**src/rtl/id_ex_stage.sv**
```systemverilog
// ID/EX pipeline register with load-use hazard detection, flush and stall handling.
// Optional macro ID_EX_PERF_EN adds a saturating bubble_count performance counter.
module id_ex_stage (
  input  logic        clk,
  input  logic        rst_n,
  input  logic        id_valid,
  input  logic [31:0] id_pc,
  input  logic [4:0]  id_rs1_addr,
  input  logic [4:0]  id_rs2_addr,
  input  logic [4:0]  id_rd_addr,
  input  logic [31:0] id_rs1_data,
  input  logic [31:0] id_rs2_data,
  input  logic [31:0] id_imm32,
  input  logic [4:0]  id_alu_opt,
  input  logic        id_alu_a_sel,
  input  logic [1:0]  id_alu_b_sel,
  input  logic        id_write_reg_enable,
  input  logic [1:0]  id_write_ram_flag,
  input  logic        id_wb_sel,
  input  logic [2:0]  id_load_ram_flag,
  input  logic [1:0]  id_pc_condition,
  input  logic        ex_flush,
  input  logic        ex_stall,
  output logic        ex_valid,
  output logic [31:0] ex_pc,
  output logic [4:0]  ex_rs1_addr,
  output logic [4:0]  ex_rs2_addr,
  output logic [4:0]  ex_rd_addr,
  output logic [31:0] ex_rs1_data,
  output logic [31:0] ex_rs2_data,
  output logic [31:0] ex_imm32,
  output logic [4:0]  ex_alu_opt,
  output logic        ex_alu_a_sel,
  output logic [1:0]  ex_alu_b_sel,
  output logic        ex_write_reg_enable,
  output logic [1:0]  ex_write_ram_flag,
  output logic        ex_wb_sel,
  output logic [2:0]  ex_load_ram_flag,
  output logic [1:0]  ex_pc_condition,
  output logic        hazard_stall
`ifdef ID_EX_PERF_EN
  ,
  output logic [31:0] bubble_count
`endif
);

  localparam int SLOT_W = 161;
  localparam logic [4:0] OPT_LUI = 5'b10001;

  logic [SLOT_W-1:0] id_bus;
  logic [SLOT_W-1:0] ex_bus;
  logic              rs1_used;
  logic              rs2_used;
  logic              load_use;
  logic              kill;
  logic              bubble;

  assign id_bus = {id_valid, id_pc, id_rs1_addr, id_rs2_addr, id_rd_addr,
                   id_rs1_data, id_rs2_data, id_imm32, id_alu_opt, id_alu_a_sel,
                   id_alu_b_sel, id_write_reg_enable, id_write_ram_flag, id_wb_sel,
                   id_load_ram_flag, id_pc_condition};

  assign {ex_valid, ex_pc, ex_rs1_addr, ex_rs2_addr, ex_rd_addr,
          ex_rs1_data, ex_rs2_data, ex_imm32, ex_alu_opt, ex_alu_a_sel,
          ex_alu_b_sel, ex_write_reg_enable, ex_write_ram_flag, ex_wb_sel,
          ex_load_ram_flag, ex_pc_condition} = ex_bus;

  // lui carries its rd in the rs1 field, so it never reads rs1; stores always read rs2
  assign rs1_used = !id_alu_a_sel && (id_alu_opt != OPT_LUI);
  assign rs2_used = (id_alu_b_sel == 2'b00) || (id_write_ram_flag != 2'b00);

  assign load_use = id_valid && ex_valid && ex_wb_sel && ex_write_reg_enable &&
                    (ex_rd_addr != 5'd0) &&
                    ((rs1_used && (id_rs1_addr == ex_rd_addr)) ||
                     (rs2_used && (id_rs2_addr == ex_rd_addr)));

  assign hazard_stall = (load_use || ex_stall) && !ex_flush;
  assign bubble       = load_use && !ex_stall && !ex_flush;
  assign kill         = ex_flush || bubble;

  // ID -> EX register: flush/bubble zero the whole slot, stall holds it
  always_ff @(posedge clk or negedge rst_n) begin
    if (!rst_n)         ex_bus <= '0;
    else if (kill)      ex_bus <= '0;
    else if (!ex_stall) ex_bus <= id_bus;
  end

`ifdef ID_EX_PERF_EN
  function automatic logic [31:0] sat_inc(input logic [31:0] v);
    return (v == 32'hFFFF_FFFF) ? v : v + 32'd1;
  endfunction

  always_ff @(posedge clk or negedge rst_n) begin
    if (!rst_n)      bubble_count <= '0;
    else if (bubble) bubble_count <= sat_inc(bubble_count);
  end
`endif

endmodule

```
**config.mk**
```make
export PLATFORM = sky130hd
export DESIGN_NAME = id_ex_stage
export DESIGN_NICKNAME = d
export VERILOG_FILES = /design/src/rtl/id_ex_stage.sv
export SDC_FILE = /design/constraint.sdc
export NUM_CORES = 1
export LEC_CHECK = 0
export ABC_CLOCK_PERIOD_IN_PS = 1900
export BUFFER_PORTS_ARGS = -buffer_cell sky130_fd_sc_hd__buf_2
export CAP_MARGIN = 20
export CORE_UTILIZATION = 35
export DETAILED_ROUTE_END_ITERATION = 10
export HOLD_SLACK_MARGIN = 0.15
export PLACE_DENSITY = 0.7
export SLEW_MARGIN = 20
export SYNTH_ARGS = -nofsm -noshare
export SYNTH_HDL_FRONTEND = slang
export SYNTH_SLANG_ARGS = --single-unit
```
**constraint.sdc**
```tcl
create_clock -name clk -period 1.9 [get_ports clk]
set_input_delay 0.095 -clock clk [delete_from_list [all_inputs] [get_ports clk]]
set_output_delay 0.095 -clock clk [all_outputs]
set_load 0.01 [all_outputs]
```
==> impl_results.md <==
* Status: complete, but fails checks
* Failing checks: setup timing
* Initial detailed-routing violation count at 514
* Netlist Area Pre-Place at 7417 µm²
* Design area at 12,400 µm²
* Total core area at 20,490 µm²
* Post-Layout Cell Count at 1,530
* Worst hold slack at 0.1865 ns
* WP data arrival at 1.95 ns
* Biggest register: ex_bus
* CTS Root Cell: clkbuf_16
* CTS tree: done
* DRT Pass-1 Iters at 4
* Flops & latches, synth at 161
* Max reg flops at 161
* Family with the most delay on the worst path: simple AND/OR/NAND/NOR gates
* Met1 Routed Length at 11,920 µm
* Drt total wl at 29,610 µm
* Clk buf depth at 2
* HPWL after DPL at 15,450 µm
* Synth unique cells at 22
* Gpl congestion at 0.7938
* Die X-Extent at 147.6 µm
* Post-Syn Nets at 922
* Final setup vio count at 11
* Net count, final at 1,410
* TritonCTS Sinks at 161
* Commonest non-fill, non-tap cell in the layout: buf_2
* Layout area overhead at 67.16%
* Worst-path cell chain: or4_4 > o21ai_4 > buf_6 > nor2_2 > a21o_1 > buf_6
* Clock latency on the worst-skew pair at 0.42 ns
* CTS buffer count at 17
* WHS Path Cells at 5
* Worst-case reg-to-reg path depth at 9
* Placed cell count at 1,302
* Synthesis Warnings at 0
* Core Rows at 52
* Fin. max-slew vios at 0
* GRT overflow at 0
* Vias/cell at 5.604
* Largest registers: ex_bus (161)
* Synth Area per Inst at 9.798 µm²
* Crit-path slowest cell: or4_4
* Mapped Cells at 757
* Most used cell along the critical path: buf_6
* Met3 Wirelength at 2368 µm
* RSZ-0062 raised after global routing: true
* Worst r2r dst: ex_bus[93]
* Via Count at 8,574
* Buf+Inv Stages, Crit Path at 2
* Htree depth at 4
* Fin Setup TNS at -0.2545 ns
* Clk_skew at 0.01447 ns
* Worst EP required at 1.80 ns
* DRC at 0
* Max VDD drop at 579.2 µV
* Final WS setup at -0.1453 ns
* Met2 wire len at 14,250 µm
* Die Footprint at 21,780 µm²
* Seq/Total Area, Yosys at 54.32%
* Initial antenna violation count at 3
* Power per Cell Area at 763.4 nW/µm²
* Reg2reg start: ex_bus[116]
* Hold endpoint: ex_bus[11]
* Max Clock Freq at 488.9 MHz
* Static leakage at 5.631 nW
* Top sig layer: met4
* I/O pin count at 327
* Most frequent cells in the layout: 324 x buf_2, 162 x nand2_1, 162 x dlygate4sd3_1
* First-pass GRT wire length at 41,950 µm
* Worst-margin pin slew at 0.5838 ns
* HP Start: ex_stall
* CP Launch Type: register
* Largest net degree at the start of global routing at 102
* Total GRT Usage at 24.16%
* CTS clk-pin slew, worst paths at 0.07 ns
* Final min period at 2.045 ns
* Routed length per instance at 19.35 µm
* Max-Cap Viols at 0
* Layout cells sized above 1 at 34.61%
* Fin crit share at 107.6%
* Vias in the first global route at 8,055
* Initial Utilization at 36.19%
* Slew margin rel. at 61.08%
* Total power at 9.465 mW
* Placed cell area at 9535 µm²
* FF-to-FF setup slack at -0.02 ns
* Die height at 147.6 µm
* Maximum net fanout on the critical path at 2
* Worst setup EP type: primary output
* WS Path Type: register to primary output
* Port-buffer cells at 326
* Final Hold Viols at 0
* Worst hold path class: primary input to register
* Final ANT Viol Nets at 0
* Crit-path max cell delay at 0.55 ns
cell usage after synthesis, drive strengths merged:
| master | instances | share of area [%] |
|---|---|---|
| o21ai | 162 | 11 |
| nor2b | 1 | 0.084 |
| nand4 | 1 | 0.084 |
| inv | 1 | 0.051 |
| a21o | 1 | 0.10 |
| xnor2 | 10 | 1.2 |
| o211ai | 1 | 0.10 |
| dfrtp | 161 | 54 |
| a32oi | 161 | 19 |
| nand2 | 162 | 8.2 |
| o2111ai | 1 | 0.12 |
| clkbuf | 70 | 3.5 |
| buf | 17 | 1.5 |
| nor2 | 3 | 0.15 |
| and4 | 1 | 0.12 |
| or4 | 1 | 0.10 |
| or2 | 1 | 0.084 |
| o22ai | 1 | 0.17 |
| nand4bb | 1 | 0.15 |
where the power goes:
part           leakage, nW  switching, mW  internal [mW]
logic                 3.32           1.09           1.02
registers             2.05          0.207           3.76
clock network        0.266           1.53           1.86
total                 5.63           2.82           6.64
layout make-up:
type | count | area [µm²]
Clock inverter | 13 | 126.4
Antenna cell | 3 | 7.507
Sequential cell | 161 | 4029
Timing Repair Buffer | 556 | 4375
Fill cell | 1589 | 8097
Tap cell | 270 | 337.8
Clock buffer | 18 | 439.2
Inverter | 1 | 3.754
Multi-Input combinational cell | 508 | 3079
stage by stage:
step,util [%],worst slack (ns)
after floorplan,-,0.07672
after global placement,46.53,0.1048
after detailed placement,46.53,0.07308
after CTS,57.91,-0.2003
after global routing,60.49,-0.2081
final,60.49,-0.1453
worst min-delay path: stages:
cell	delay [ns]
buf_2	0.11
nor2_4	0.08
buf_4	0.16
nand2_1	0.06
o21ai_1	0.05
how the worst max path moves through the flow:
stage / startpoint / to / slack, ns / depth (start not counted)
2_1_floorplan: ex_bus[113] / hazard_stall / 0.08 / 6
3_5_place_dp: ex_bus[116] / ex_bus[9] / 0.07 / 7
3_3_place_gp: ex_bus[114] / hazard_stall / 0.10 / 6
6_report: ex_bus[114] / hazard_stall / -0.15 / 6
4_1_cts: ex_bus[116] / hazard_stall / -0.20 / 6
5_1_grt: ex_bus[114] / hazard_stall / -0.21 / 6
layer usage:
layer	vias up	global-route usage, %
li1	3870	-
met1	4185	29.48
met2	449	40.47
met3	70	6.389
met4	0	9.897
met5	-	0
cells by family after synthesis:
logic type                after synthesis  synth area share [%]
buffers and inverters                  88                 5.044
DFF                                   161                 54.32
and+or+nand+nor                       171                 8.975
xor gates and xnor gates               10                 1.181
AOI/OAI and AO/OA                     327                 30.48
repair_timing:
action                                  CTS  global route
endpoints found under the setup margin    1           157
gates resized for setup                  11            39
hold buffers                            162             0
endpoints found under the hold margin   322             0
setup buffers                             5             7
pin swaps                                 4             4
gates cloned                              2            20
Power figures use the tool's default switching activity.
